$ cat config.mk
export PLATFORM = sky130hd
export DESIGN_NAME = byte_ring_buffer
export DESIGN_NICKNAME = d
export VERILOG_FILES = /design/src/rtl/byte_ring_buffer.sv
export SDC_FILE = /design/constraint.sdc
export NUM_CORES = 1
export LEC_CHECK = 0
export ABC_AREA = 1
export BUFFER_PORTS_ARGS = -buffer_cell sky130_fd_sc_hd__buf_2
export CORE_MARGIN = 2
export CORE_UTILIZATION = 45
export DETAILED_ROUTE_END_ITERATION = 12
export GPL_ROUTABILITY_DRIVEN = 0
export SETUP_SLACK_MARGIN = 0.4
export SLEW_MARGIN = 20
export SYNTH_ARGS = -nofsm -noshare
export SYNTH_HDL_FRONTEND = slang
export SYNTH_SLANG_ARGS = --single-unit
$ cat constraint.sdc
create_clock -name clk -period 3.74 [get_ports clk]
set_clock_uncertainty 0.1 [all_clocks]
set_input_delay 0.561 -clock clk [delete_from_list [all_inputs] [get_ports clk]]
set_output_delay 0.561 -clock clk [all_outputs]
set_load 0.05 [all_outputs]
$ cat src/rtl/byte_ring_buffer.sv
// Circular word buffer with two read modes: FIFO reads consume entries,
// loop reads replay the stored contents in order without consuming them.
module byte_ring_buffer #(
  parameter int DATA_W = 8,
  parameter int DEPTH  = 10,
  parameter int ADDR_W = $clog2(DEPTH),
  parameter int CNT_W  = $clog2(DEPTH + 1)
) (
  input  logic              clk,
  input  logic              rst,
  input  logic              clear,
  input  logic              mode,
  input  logic              wr_en,
  input  logic [DATA_W-1:0] wr_data,
  input  logic              rd_en,
  output logic [DATA_W-1:0] rd_data,
  output logic              rd_valid,
  output logic              full,
  output logic              empty,
  output logic [CNT_W-1:0]  count,
  output logic              overflow,
  output logic              underflow
);

  // Handshake: wr_en/rd_en are requests sampled on every rising edge with no
  // ready back-pressure. A write is taken when !full, a read when !empty;
  // refused requests are dropped and only leave a sticky overflow/underflow.
  // An accepted read is answered by rd_data with a one-cycle rd_valid pulse
  // on the same edge that samples rd_en.

  localparam logic [ADDR_W-1:0] LAST_PTR = ADDR_W'(DEPTH - 1);
  localparam logic [CNT_W-1:0]  FULL_CNT = CNT_W'(DEPTH);
  localparam logic [ADDR_W:0]   DEPTH_X  = (ADDR_W + 1)'(DEPTH);

  logic [DATA_W-1:0] mem [DEPTH];
  logic [ADDR_W-1:0] wr_ptr;
  logic [ADDR_W-1:0] rd_ptr;
  logic [ADDR_W-1:0] play_off;
  logic [CNT_W-1:0]  cnt;
  logic              mode_q;

  logic              is_full;
  logic              is_empty;
  logic              mode_chg;
  logic [ADDR_W-1:0] play_cur;
  logic [ADDR_W-1:0] play_next;
  logic              play_last;
  logic [ADDR_W:0]   loop_sum;
  logic [ADDR_W-1:0] loop_addr;
  logic [ADDR_W-1:0] rd_addr;
  logic              wr_acc;
  logic              rd_acc;
  logic              fifo_rd;
  logic              loop_rd;

  function automatic logic [ADDR_W-1:0] ptr_inc(input logic [ADDR_W-1:0] p);
    return (p == LAST_PTR) ? '0 : p + ADDR_W'(1);
  endfunction

  always_comb begin
    is_full   = (cnt == FULL_CNT);
    is_empty  = (cnt == '0);
    mode_chg  = (mode != mode_q);
    // A mode change restarts the replay at the oldest entry in the same cycle.
    play_cur  = mode_chg ? '0 : play_off;
    play_last = (CNT_W'(play_cur) == cnt - CNT_W'(1));
    play_next = play_last ? '0 : play_cur + ADDR_W'(1);
    loop_sum  = {1'b0, rd_ptr} + {1'b0, play_cur};
    loop_addr = (loop_sum >= DEPTH_X) ? ADDR_W'(loop_sum - DEPTH_X)
                                      : ADDR_W'(loop_sum);
    rd_addr   = mode ? loop_addr : rd_ptr;
    wr_acc    = wr_en && !is_full && !clear;
    rd_acc    = rd_en && !is_empty && !clear;
    fifo_rd   = rd_acc && !mode;
    loop_rd   = rd_acc && mode;
  end

  // Storage has no reset; stale words are unreachable once the pointers clear.
  always_ff @(posedge clk) begin
    if (!rst && wr_acc) begin
      mem[wr_ptr] <= wr_data;
    end
  end

  always_ff @(posedge clk) begin
    if (rst) begin
      wr_ptr    <= '0;
      rd_ptr    <= '0;
      play_off  <= '0;
      cnt       <= '0;
      overflow  <= 1'b0;
      underflow <= 1'b0;
      rd_data   <= '0;
      rd_valid  <= 1'b0;
      mode_q    <= 1'b0;
    end else begin
      mode_q   <= mode;
      rd_valid <= rd_acc;
      if (clear) begin
        wr_ptr    <= '0;
        rd_ptr    <= '0;
        play_off  <= '0;
        cnt       <= '0;
        overflow  <= 1'b0;
        underflow <= 1'b0;
      end else begin
        if (wr_en && is_full) begin
          overflow <= 1'b1;
        end
        if (rd_en && is_empty) begin
          underflow <= 1'b1;
        end
        if (wr_acc) begin
          wr_ptr <= ptr_inc(wr_ptr);
        end
        if (fifo_rd) begin
          rd_ptr <= ptr_inc(rd_ptr);
        end
        if (loop_rd) begin
          play_off <= play_next;
        end else if (mode_chg) begin
          play_off <= '0;
        end
        if (rd_acc) begin
          rd_data <= mem[rd_addr];
        end
        case ({wr_acc, fifo_rd})
          2'b10:   cnt <= cnt + CNT_W'(1);
          2'b01:   cnt <= cnt - CNT_W'(1);
          default: cnt <= cnt;
        endcase
      end
    end
  end

  assign full  = is_full;
  assign empty = is_empty;
  assign count = cnt;

endmodule

# Word-level counts from Yosys, hierarchy flattened
# Memory sizes are Yosys's and may differ from the RTL's. A register that Yosys moved wholly into a read port is not among the register bits.
# Cells that the tools add are included.
# word_totals
ff_bits	20
ramBits	80
input_bits	14
out_inout_bits	17
wordCells	53
mem_count	1
# classes
n_addsub	7
order_cmp	1
n_eq_ne	7
muxes	10
n_bitwise	1
reduce_logical	18
# memory_table
name	words	word_bits	read_ports	rd_clocked_by_memory_dff	write_ports	line_no	rtl
mem	10	8	1	1	1	35	logic [DATA_W-1:0] mem [DEPTH];
# ops
operator	n
two-way mux 4 bit	7
adder 4 x 1 -> 4 bit (second input constant)	4
== test 4 bit (second input constant)	3
logical AND 1 bit	9
one-hot mux 4 bit (2 select lines)	1
adder 4 x 4 -> 5 bit	1
greater-or-equal comparator 5 x 4 -> 1 bit (second input constant)	1
logical NOT 1 bit	5
== test 4 bit	1
logical NOT 4 bit	1
subtractor 4 x 1 -> 4 bit (second input constant)	1
subtractor 4 bit (second input constant)	1
== test 2 x 1 -> 1 bit (second input constant)	1
== test 2 bit (second input constant)	1
two-way mux 1 bit	2
AND reduction 2 bit	1
nonzero test 2 bit	1
OR reduction 2 bit	1
!= test 1 bit	1
inverter 1 bit	1

# Depth between registers and ports, before layout
# Gate-level depths: netlist of the first run.
# depth
depth_word	7
ltp_mapped	26
mapped_depth_nobuf	25

# Least setup slack after synthesis of the first run
# No wires, ideal clock.
# synth_timing
path_type	input to register
from	input port mode
to	register rd_data[0] (read register of mem)
setup_time_ns	0.133
arrival_ns	2.781
t_required_ns	3.507
setup_slack_ns	0.726
path_stages	26
n_path_buf	2
cell_sequence	buf_6 inv_6 nand2_4 nand2_4 nand2_1 inv_1 ha_1 ha_1 inv_1 nand2_2 inv_1 nand2_2 nand2_1 inv_1 ha_1 nand2_2 nand2_4 nand2_4 nand2_2 nand3_4 buf_6 nand3_1 nand3_1 nand3_1 nand2_1 a21oi_2
# synth_between
elab_chain_len	6
elab_cells_between_ends	7
classes_between	add/sub: 2; order compare: 1; eq/ne: 1; mux: 3
# synth_lines
element	line_no	rtl
start: declaration	12	input logic mode,
!= test 1 bit	63	mode_chg = (mode != mode_q);
two-way mux 4 bit	-	
adder 4 x 4 -> 5 bit	68	loop_sum = {1'b0, rd_ptr} + {1'b0, play_cur};
subtractor 4 bit or greater-or-equal comparator 5 x 4 -> 1 bit (tied branches)	69	loop_addr = (loop_sum >= DEPTH_X) ? ADDR_W'(loop_sum - DEPTH_X)
two-way mux 4 bit	69	
two-way mux 4 bit (*)	71	rd_addr = mode ? loop_addr : rd_ptr;
end: declaration	16	output logic [DATA_W-1:0] rd_data,
# Every way passes the cells marked *; elsewhere a longest branch is shown, timed or not.
# A chain may end at the register's enable or synchronous reset.

# Worst setup path in the final report of the first run
# layout_timing
from	register mode_q
to	register rd_data[4] (read register of mem)
# layout_between
elab_chain_len	6
elab_cells_between_ends	7
classes_between	add/sub: 2; order compare: 1; eq/ne: 1; mux: 3
# layout_lines
element	line_no	rtl
start: declaration	40	logic mode_q;
start signal: assignment	97	mode_q <= mode;
!= test 1 bit (*)	63	
two-way mux 4 bit (*)	-	
adder 4 x 4 -> 5 bit (*)	68	
subtractor 4 bit or greater-or-equal comparator 5 x 4 -> 1 bit (tied branches)	69	
two-way mux 4 bit (*)	69	
two-way mux 4 bit (*)	71	
# Marked as above.

==> flow_summary_export.csv, run 1 <==
group,metric,value,unit
global_route,grt_max_degree,41,
global_route,grt_usage,19.2,%
timing,finalSetupViolCount,0,
clock_tree,clock_latency,0.38,ns
global_route,grt_pass1_wl,16900,um
clock_tree,numCtsBuffers,9,
clock_tree,clk_path_buf_depth,2,
timing,finalCritPeriodShare,81.7,%
detailed_routing,drt_iter0_drc,190,
global_route,grt_pass1_vias,3034,
timing,rsz0062_at_grt,"no",
power_and_ir_drop,p_leak,0.00217,uW
detailed_routing,vias_per_cell,5.23,
synth,synth_area_leaders,"edfxtp_1, dfxtp_1, mux2i_1",
cells_and_area,area_growth,12.5,%
synth,async_reset_ff_share,0,%
clock_tree,cts-root-buf,"clkbuf_8",
floorplanning,die_area,12100,um^2
place,place_inst,631,
clock_tree,htreeDepth,3,
critical_path,path_buf_inv,6,
synth,synth_edf_count,80,
detailed_routing,dr.pass1.iters,4,
synth,synth.most_common_cell,"edfxtp_1",
timing,slew_headroom,47.8,%
synth,yosys_warnings,0,
floorplanning,die-height,110,um
critical_path,cpMaxStageDelayCell,"dfxtp_2",
place,io_buffers,30,
critical_path,worst_setup_path_start_kind,"flop",
global_route,grt_overflow_total,0,
timing,tns,0,ns
synth,yosysTopAreaCell,"edfxtp_1",
status,outcome,"finished, final reports clean",
critical_path,end_kind,"flop",
critical_path,rrSetupSlack,0.68,ns
synth,ys.flop_type,"edfxtp_1",
power_and_ir_drop,pwr_density_cell,384,nW/um^2
cells_and_area,layoutNonFillerInstCount,651,
global_route,antenna_found_initial,0,
cells_and_area,final_util,52.1,%
cells_and_area,finalNetCount,528,
cells_and_area,diodes,0,
clock_tree,clkTransAtPathRegs,0.10,ns
critical_path,crit_path_max_incr_delay,0.37,ns
synth,syn_avg_cell_area,11.0,um^2
clock_tree,cts_tree,"yes",
synth,syn_inst,458,
floorplanning,initial_core_util,46.3,%
timing,hold_viol_final,0,
detailed_routing,num_vias,3404,
critical_path,cp_top_family,"simple AND/OR/NAND/NOR gates",
floorplanning,io_pins,31,
critical_path,worstSetupPathType,"reg2reg",
detailed_routing,drc_errors,0,
timing,period_needed,3.06,ns
detailed_routing,wl_per_cell,17.0,um
timing,worstMarginPinSlew,0.780,ns
floorplanning,core,10900,um^2
clock_tree,hold_buffers,0,
floorplanning,num_rows,38,
min_path,min_path_type,"in2reg",
power_and_ir_drop,ir_worst_vdd,0.193,mV
critical_path,crit_arrival,3.22,ns
synth,synthTopCellsByCount,"edfxtp_1, nand2_1, nand3_1",
synth,netlist.area_leader.share,47.6,%
cells_and_area,layout-drive-gt1-share,22.1,%
synth,synth_nets,480,
critical_path,cp.required,3.90,ns
clock_tree,clock_sinks,108,
timing,max_freq,327,MHz
run,cap_viol_max_count,0,
detailed_routing,finalWirelength,11100,um
synth,ys_ff_latch,108,
timing,slew_viol_final,0,
synth,ys_seq_area_share,58.7,%
synth,ys_types,42,
critical_path,crit_path_max_fanout,7,
synth,synthesis.area,5040,um^2
timing,holdWs,0.340,ns
place,hpwl,7760,um
floorplanning,die_w,110,um
detailed_routing,drt.antenna.violating_nets,0,
final cells by class:
class                      count  area, um^2
fill                         972        5220
sequential                   108        2960
multi-input combinational    292        1850
timing repair buffer          46         285
inverter                      49         190
tap                          140         175
clock buffer                   9         124
clock inverter                 7        81.3
power by group:
group	internal, uW	switching, uW	total, uW
Combinational	39.1	102	142
Sequential	1290	5.62	1300
Clock	320	417	737
metrics by stage:
step                      total power (uW)  cell area, um^2  worst slack, ns
after floorplan                       1420             5040            0.726
after global placement                1470             5420            0.272
after detailed placement              1470             5420            0.104
after CTS                             2190             5630            0.515
after global routing                  2250             5670            0.398
final                                 2180             5670            0.684
layout by cell type (no fill, tap or decap), types with 8 or more instances in the layout:
master    count
ha_1          8
a21oi_1      16
inv_1        43
nor2_1       26
o21ai_0      19
nand3_2      12
dfxtp_1      27
nand2_1      62
buf_2        29
buf_4        16
clkbuf_8      9
nand2_2      12
nand3_1      54
edfxtp_1     80
mux2i_1      32
mux2_2        8
cell families (layout without fill, tap and decap cells):
group / after synthesis / in the layout / share of synthesized area (%)
AO/OA/AOI/OAI: 51 / 51 / 6.10
multiplexers: 40 / 40 / 8.14
buffers and inverters: 59 / 111 / 4.91
AND/OR/NAND/NOR: 186 / 187 / 19.1
adder cells (fa/ha/maj): 8 / 8 / 1.98
XOR/XNOR: 6 / 6 / 1.04
flip-flops: 108 / 108 / 58.7
routing by layer:
| metal | vias to the layer above | track usage, % | share of wire [%] |
|---|---|---|---|
| met3 | 13 | 2.31 | 3.5 |
| li1 | 1703 | - | - |
| met4 | 0 | 7.32 | 1.8 |
| met5 | - | 0 | 0 |
| met1 | 1622 | 28.3 | 48 |
| met2 | 66 | 29.1 | 47 |
what timing repair did:
item | CTS | global route
setup endpoints to repair | 0 | 8
buffers inserted | 0 | 3
resized for setup | 0 | 5
worst register-to-register path: stages, from the launching register on:
cell	delay, ns
dfxtp_2	0.37
inv_1	0.09
nand2_4	0.08
nand2_4	0.07
nand2_2	0.09
inv_1	0.06
ha_1	0.21
ha_1	0.18
inv_1	0.06
nand2_2	0.08
inv_1	0.07
nand2_2	0.06
nand2_1	0.08
inv_1	0.05
ha_1	0.21
nand2_2	0.10
nand2_4	0.07
nand2_4	0.08
nand2_2	0.10
nand3_4	0.17
buf_4	0.15
nand3_2	0.06
nand3_1	0.14
nand3_1	0.08
nand2_1	0.09
a21oi_1	0.06
worst paths after layout:
kind	end	from	cells after the start
hold / removal	overflow	wr_en	3
setup reg to reg	rd_data[4]	mode_q	25
setup / recovery	rd_data[4]	mode_q	25
hold reg to reg	overflow	overflow	2
state kept, by name, indices dropped and copies added, names as in the netlist:
register   count
overflow       1
rd_ptr         4
wr_ptr         4
rd_data        8
count          4
rd_valid       1
play_off       4
mode_q         1
mem           80
underflow      1
No activity file was read; power rests on OpenSTA's default activity.
==> run 2: changes to the inputs <==
- ABC_AREA: 1 -> 0
- clock period: 3.74 -> 2.7 ns (I/O delays scaled with it)
==> run 2 against run 1 <==
Against the previous run: largest cell class unchanged; combinational power up 77%; the flow now finishes with violations (negative setup slack); critical path depth shrank 9; synthesized cell count increased by 14%; worst setup slack worse by 1.3 ns; sequential power increased by 38%; hold slack worse by 0.13 ns; clock power up 75%; sequential share of layout area fell by 11 points; cell count up 23%; flip-flop and latch count is the same.
==> flow_summary_export.csv, run 2 <==
group,metric,value,unit
timing,hold_viol_final,0,
timing,worst_slack,-0.653,ns
global_route,grt_pass1_wl,22600,um
timing,max_freq,298,MHz
min_path,min_path_type,"in2reg",
timing,rsz0062_at_grt,"yes",
synth,muxShareOfSynthArea,6.87,%
critical_path,critPathLaunch,"mode_q",
cells_and_area,stdcell_area,7260,um^2
cells_and_area,layoutNonFillerInstCount,802,
critical_path,worst-r2r-cell-count,16,
global_route,antenna_found_initial,0,
critical_path,crit_arrival,3.49,ns
detailed_routing,dr_wl_met2,7000,um
cells_and_area,layout-drive-gt1-share,33.9,%
global_route,grt_max_degree,27,
cells_and_area,final_cell_mix,"buf_4, edfxtp_1, nand2_1, nor2_1, buf_2",
global_route,grt_pass1_vias,4351,
floorplanning,core,12100,um^2
timing,holdWs,0.215,ns
cells_and_area,max_flop_register,"mem",
cells_and_area,ff_latch_area,2980,um^2
critical_path,rrSetupSlack,-0.65,ns
synth,syn_inst,521,
synth,synthesis.area,5570,um^2
timing,worstMarginPinSlew,0.966,ns
timing,finalCritPeriodShare,124,%
cells_and_area,finalNetCount,651,
place,io_buffers,30,
run,cap_viol_max_count,0,
synth,synth-compound-area-share,15.3,%
cells_and_area,largest_register_ffs,80,
detailed_routing,wl_met1,6510,um
detailed_routing,drc_errors,0,
detailed_routing,finalWirelength,14500,um
cells_and_area,mostFrequentLayoutCell,"buf_4",
clock_tree,clock_sinks,108,
clock_tree,cts-root-buf,"clkbuf_16",
clock_tree,clock_latency,0.35,ns
clock_tree,cts_tree,"yes",
floorplanning,initial_core_util,46.2,%
cells_and_area,reg_top3,"mem x80, rd_data x8",
timing,period_needed,3.35,ns
timing,slew_viol_final,0,
floorplanning,die_w,115,um
synth,synth_area_leaders,"edfxtp_1, dfxtp_1, mux2i_1",
synth,ys_ff_latch,108,
critical_path,reg2reg_to,"rd_data[5]",
synth,synth_top_family_by_area,"simple AND/OR/NAND/NOR gates",
detailed_routing,num_vias,4508,
place,dp_slack,-1.04,ns
critical_path,worstSetupPathType,"reg2reg",
synth,ys_seq_area_share,53.2,%
synth,synth_edf_count,80,
clock_tree,htreeDepth,3,
clock_tree,numCtsBuffers,9,
synth,yosys_warnings,0,
global_route,grt_usage,22.7,%
floorplanning,die-height,115,um
power_and_ir_drop,p_leak,0.00280,uW
floorplanning,io_pins,31,
cells_and_area,multiInputGateArea,2870,um^2
cells_and_area,area_growth,30.3,%
detailed_routing,wl_per_cell,18.1,um
synth,async_reset_ff_share,0,%
synth,synth.most_common_cell,"edfxtp_1",
detailed_routing,dr.pass1.iters,5,
cells_and_area,nFillCells,990,
cells_and_area,final_util,60.2,%
detailed_routing,highest_layer,"met4",
synth,netlist.area_leader.share,43.1,%
place,dpl-instance-area,6620,um^2
status,violations,"negative setup slack",
critical_path,cp.required,2.84,ns
timing,finalSetupViolCount,8,
status,outcome,"complete, but fails checks",
cells_and_area,diodes,0,
power_and_ir_drop,ir_worst_vdd,0.506,mV
clock_tree,clkTransAtPathRegs,0.08,ns
timing,slew_headroom,35.4,%
global_route,grt_overflow_total,0,
floorplanning,num_rows,40,
critical_path,worst_setup_path_start_kind,"flop",
place,hpwl,10100,um
detailed_routing,drt_iter0_drc,379,
synth,synthTopCellsByCount,"edfxtp_1, nand2_1, nor2_1",
place,place_inst,773,
clock_tree,clk_path_buf_depth,2,
synth,yosysTopAreaCell,"edfxtp_1",
clock_tree,hold_buffers,0,
critical_path,end_kind,"flop",
detailed_routing,drt.antenna.violating_nets,0,
synth,ys_types,63,
synth,synth_nets,543,
detailed_routing,dr_wl_met3,759,um
synth,syn_avg_cell_area,10.7,um^2
critical_path,crit_path_max_fanout,8,
detailed_routing,vias_per_cell,5.62,
floorplanning,die_area,13300,um^2
synth,ys.flop_type,"edfxtp_1",
critical_path,r2r-start,"mode_q",
synth,yosys.area_share.simple,16.6,%
synth,synthAdderAreaFrac,1.98,%
power_and_ir_drop,pwr_density_cell,461,nW/um^2
synth,synth_xor_area_share,3.12,%
critical_path,crit_end,"rd_data[5]",
[run 2: changes by cell type after synthesis, sizes merged, moves of 7 or more]
cell | before | now
nand2b | 0 | 8
nand3 | 68 | 12
a31oi | 1 | 9
and3 | 0 | 10
clkbuf | 3 | 21
a21oi | 19 | 31
nor2 | 27 | 52
nand2 | 79 | 56
inv | 47 | 10
nor3 | 6 | 17
xnor2 | 2 | 9
[run 2: worst min path at each step]
stage	from	slack, ns	to	cells past startpoint
floorplan	rst	0.37	mode_q	1
global placement	overflow	0.34	overflow	2
detailed placement	overflow	0.36	overflow	2
CTS	wr_en	0.21	overflow	3
global route	wr_en	0.23	overflow	3
finish	wr_en	0.22	overflow	3
[run 2: timing repair]
item                                    in CTS  in global routing
resized for setup                           35                 19
endpoints found under the setup margin       8                 10
pin swaps                                   14                  5
cloned                                       2                  0
hold endpoints to repair                     0                  0
setup buffers                                3                  8
[run 2: area by class of cell]
cell class	instances	share of cell area (%)
multi-input cells	377	39.5
clock inverters	7	0.948
clock buffers	9	3.10
flip-flops and latches	108	41.0
well taps	168	2.90
repair buffers	123	12.0
inverters	10	0.586
[run 2: through the flow]
step	power (uW)	setup TNS [ns]
after floorplan	1980	-7.40
after global placement	2060	-6.53
after detailed placement	2060	-7.23
after CTS	3360	-4.55
after global routing	3460	-6.12
final	3340	-5.08
[run 2: layer usage]
layer	vias to the layer above	GRT usage (%)
met5	-	0
met4	0	6.02
met3	19	5.11
met2	107	37.8
met1	2214	30.1
li1	2168	-
[run 2: report_power, final]
part / internal, uW / leakage (uW) / switching [uW]
logic: 96.3 / 0.00171 / 156
registers: 1790 / 0.000950 / 10.2
clock network: 650 / 0.000143 / 644
[run 2: critical path, cell delays in order (launching register included)]
cell and delay (ns):
dfxtp_4 0.37, xnor2_4 0.14, and2_4 0.18, ha_4 0.17
ha_4 0.16, a21o_1 0.16, nand3_2 0.08, and3b_2 0.22
nor2_4 0.05, ha_4 0.18, buf_6 0.12, buf_4 0.12
o31a_1 0.15, o2111ai_1 0.31, nand4b_4 0.30, nor4_1 0.33
a31oi_1 0.08
[run 2: cell families (layout without fill, tap and decap cells)]
kind of cell,after synthesis,count (layout)
AOI/OAI and AO/OA,122,123
xor gates and xnor gates,19,19
adders and majority gates,9,9
buffers and inverters,37,149
DFF,108,108
muxes,35,35
and+or+nand+nor,191,191
==> run 3: changes to the inputs <==
- BUFFER_PORTS_ARGS: -buffer_cell sky130_fd_sc_hd__buf_2 -> default
- DONT_BUFFER_PORTS: default -> 1
- PLACE_DENSITY: default -> 0.68
==> run 3 against run 2 <==
Against the previous run: combinational power fell by 20%; die area did not move; wire length fell by 2.6%; critical path depth did not move; the flow still finishes with violations (negative setup slack); via count fell by 2.5%; worst setup slack got worse by 0.092 ns; utilization fell by 1.1 points.
==> flow_summary_export.csv, run 3 (same netlist as run 2, synthesis figures left out) <==
group,metric,value,unit
timing,max_freq,290,MHz
global_route,antenna_found_initial,0,
critical_path,worstSetupPathType,"reg2reg",
min_path,hold_path.startpoint,"wr_data[6]",
global_route,top_usage_layer,"met2",
cells_and_area,finalNetCount,617,
floorplanning,core,12100,um^2
timing,slew_viol_final,0,
critical_path,cp.required,2.83,ns
critical_path,end_kind,"flop",
global_route,use_met3,3.85,%
floorplanning,io_pins,31,
global_route,grt_max_degree,37,
timing,tns,-5.70,ns
status,violations,"negative setup slack",
critical_path,cpMaxStageDelayCell,"dfxtp_4",
clock_tree,clock_latency,0.35,ns
detailed_routing,drt.antenna.violating_nets,0,
detailed_routing,dr.pass1.iters,5,
timing,worst_slack,-0.746,ns
cells_and_area,layout-drive-gt1-share,30.7,%
clock_tree,numCtsBuffers,9,
power_and_ir_drop,pwr_density_cell,462,nW/um^2
floorplanning,die-height,115,um
clock_tree,cts-root-buf,"clkbuf_16",
detailed_routing,wl_per_cell,18.4,um
cells_and_area,mostFrequentLayoutCell,"buf_4",
clock_tree,htreeDepth,3,
timing,holdWs,0.0417,ns
detailed_routing,drc_errors,0,
cells_and_area,final_cell_mix,"buf_4, edfxtp_1, nand2_1, nor2_1, a21oi_1",
power_and_ir_drop,ir_worst_vdd,0.372,mV
clock_tree,cts_tree,"yes",
min_path,min_path_type,"in2reg",
timing,finalCritPeriodShare,128,%
cells_and_area,stdcell_area,7130,um^2
critical_path,crit_path_max_incr_delay,0.37,ns
critical_path,crit_path_max_fanout,8,
critical_path,path_buf_inv,1,
status,outcome,"complete, but fails checks",
timing,slew_headroom,43.8,%
cells_and_area,layoutNonFillerInstCount,768,
clock_tree,clock_sinks,108,
global_route,grt_pass1_wl,21600,um
critical_path,worst_setup_path_start_kind,"flop",
detailed_routing,drt_iter0_drc,375,
place,place_inst,739,
cells_and_area,diodes,0,
critical_path,path_common_cell,"ha_4",
cells_and_area,reg_top3,"mem x80, rd_data x8",
place,io_buffers,0,
critical_path,critPathLaunch,"mode_q",
cells_and_area,nFillCells,956,
detailed_routing,vias_per_cell,5.72,
run,cap_viol_max_count,0,
timing,period_needed,3.45,ns
cells_and_area,area_growth,28.0,%
global_route,use_met1,27.1,%
floorplanning,die_w,115,um
cells_and_area,largest_register_ffs,80,
critical_path,r2r-start,"mode_q",
detailed_routing,num_vias,4395,
floorplanning,num_rows,40,
power_and_ir_drop,p_leak,0.00267,uW
critical_path,cp_top_family,"simple AND/OR/NAND/NOR gates",
timing,rsz0062_at_grt,"yes",
timing,worstMarginPinSlew,0.840,ns
place,dpl-instance-area,6450,um^2
global_route,grt_pass1_vias,4191,
critical_path,rrSetupSlack,-0.75,ns
critical_path,crit_arrival,3.58,ns
floorplanning,die_area,13300,um^2
critical_path,worstPathCellList,"xnor2_4, and2_4, ha_4, ha_4, a21o_1, nand3_2, and3b_2, nor2_4, ha_4, nor3_1, a21oi_2, a41o_4, buf_12, and3_4, nor4_4, a31oi_1",
clock_tree,clkTransAtPathRegs,0.08,ns
timing,finalSetupViolCount,8,
detailed_routing,finalWirelength,14100,um
global_route,use_met2,37.1,%
cells_and_area,max_flop_register,"mem",
timing,hold_viol_final,0,
global_route,grt_usage,21.3,%
global_route,grt_overflow_total,0,
clock_tree,clk_path_buf_depth,2,
place,hpwl,9440,um
floorplanning,initial_core_util,46.2,%
## run 3: what timing repair did
item | in CTS | in global routing
cloned | 0 | 3
gates resized for setup | 16 | 36
endpoints found under the setup margin | 9 | 19
hold buffers | 1 | 0
pin swaps | 9 | 14
setup buffers | 0 | 9
endpoints found under the hold margin | 1 | 0
## run 3: power by group
part           switching, uW  leakage (uW)  internal [uW]
logic                    106       0.00158           95.6
clock network            632      0.000138            646
registers               25.9      0.000950           1790
total                    764       0.00267           2530
## run 3: per-stage QoR
step                      total power [uW]  util [%]  setup WS, ns
after floorplan                       1980         -        -0.933
after global placement                2010      53.5        -0.604
after detailed placement              2010      53.5        -0.826
after CTS                             3270      56.6        -0.655
after global routing                  3390      59.1        -0.891
final                                 3290      59.1        -0.746
## run 3: final timing paths
kind,endpoint,depth (start not counted)
worst max-delay path,rd_data[4],16
worst max register to register,rd_data[4],16
worst min-delay path,mem[7][6],0
worst min register to register,wr_ptr[3],2
## run 3: cell type report
class	instances	area [um^2]	share of cell area (%)
well taps	168	210	2.95
repair buffers	90	753	10.6
multi-input cells	376	2860	40.1
clock buffers	10	229	3.21
inverters	10	42.5	0.597
flip-flops and latches	108	2980	41.8
clock inverters	6	61.3	0.860
## run 3: worst register-to-register path, cell delays in order (launching register included)
cell and delay [ns]:
dfxtp_4 0.37, xnor2_4 0.15, and2_4 0.16, ha_4 0.17
ha_4 0.16, a21o_1 0.15, nand3_2 0.10, and3b_2 0.24
nor2_4 0.06, ha_4 0.18, nor3_1 0.35, a21oi_2 0.14
a41o_4 0.35, buf_12 0.15, and3_4 0.18, nor4_4 0.27
a31oi_1 0.07
## run 3: routing by layer
layer | share of wire (%) | vias to the layer above
li1 | - | 2093
met1 | 43 | 2169
met2 | 51 | 110
met3 | 4.5 | 23
met4 | 1.8 | 0
met5 | 0 | -
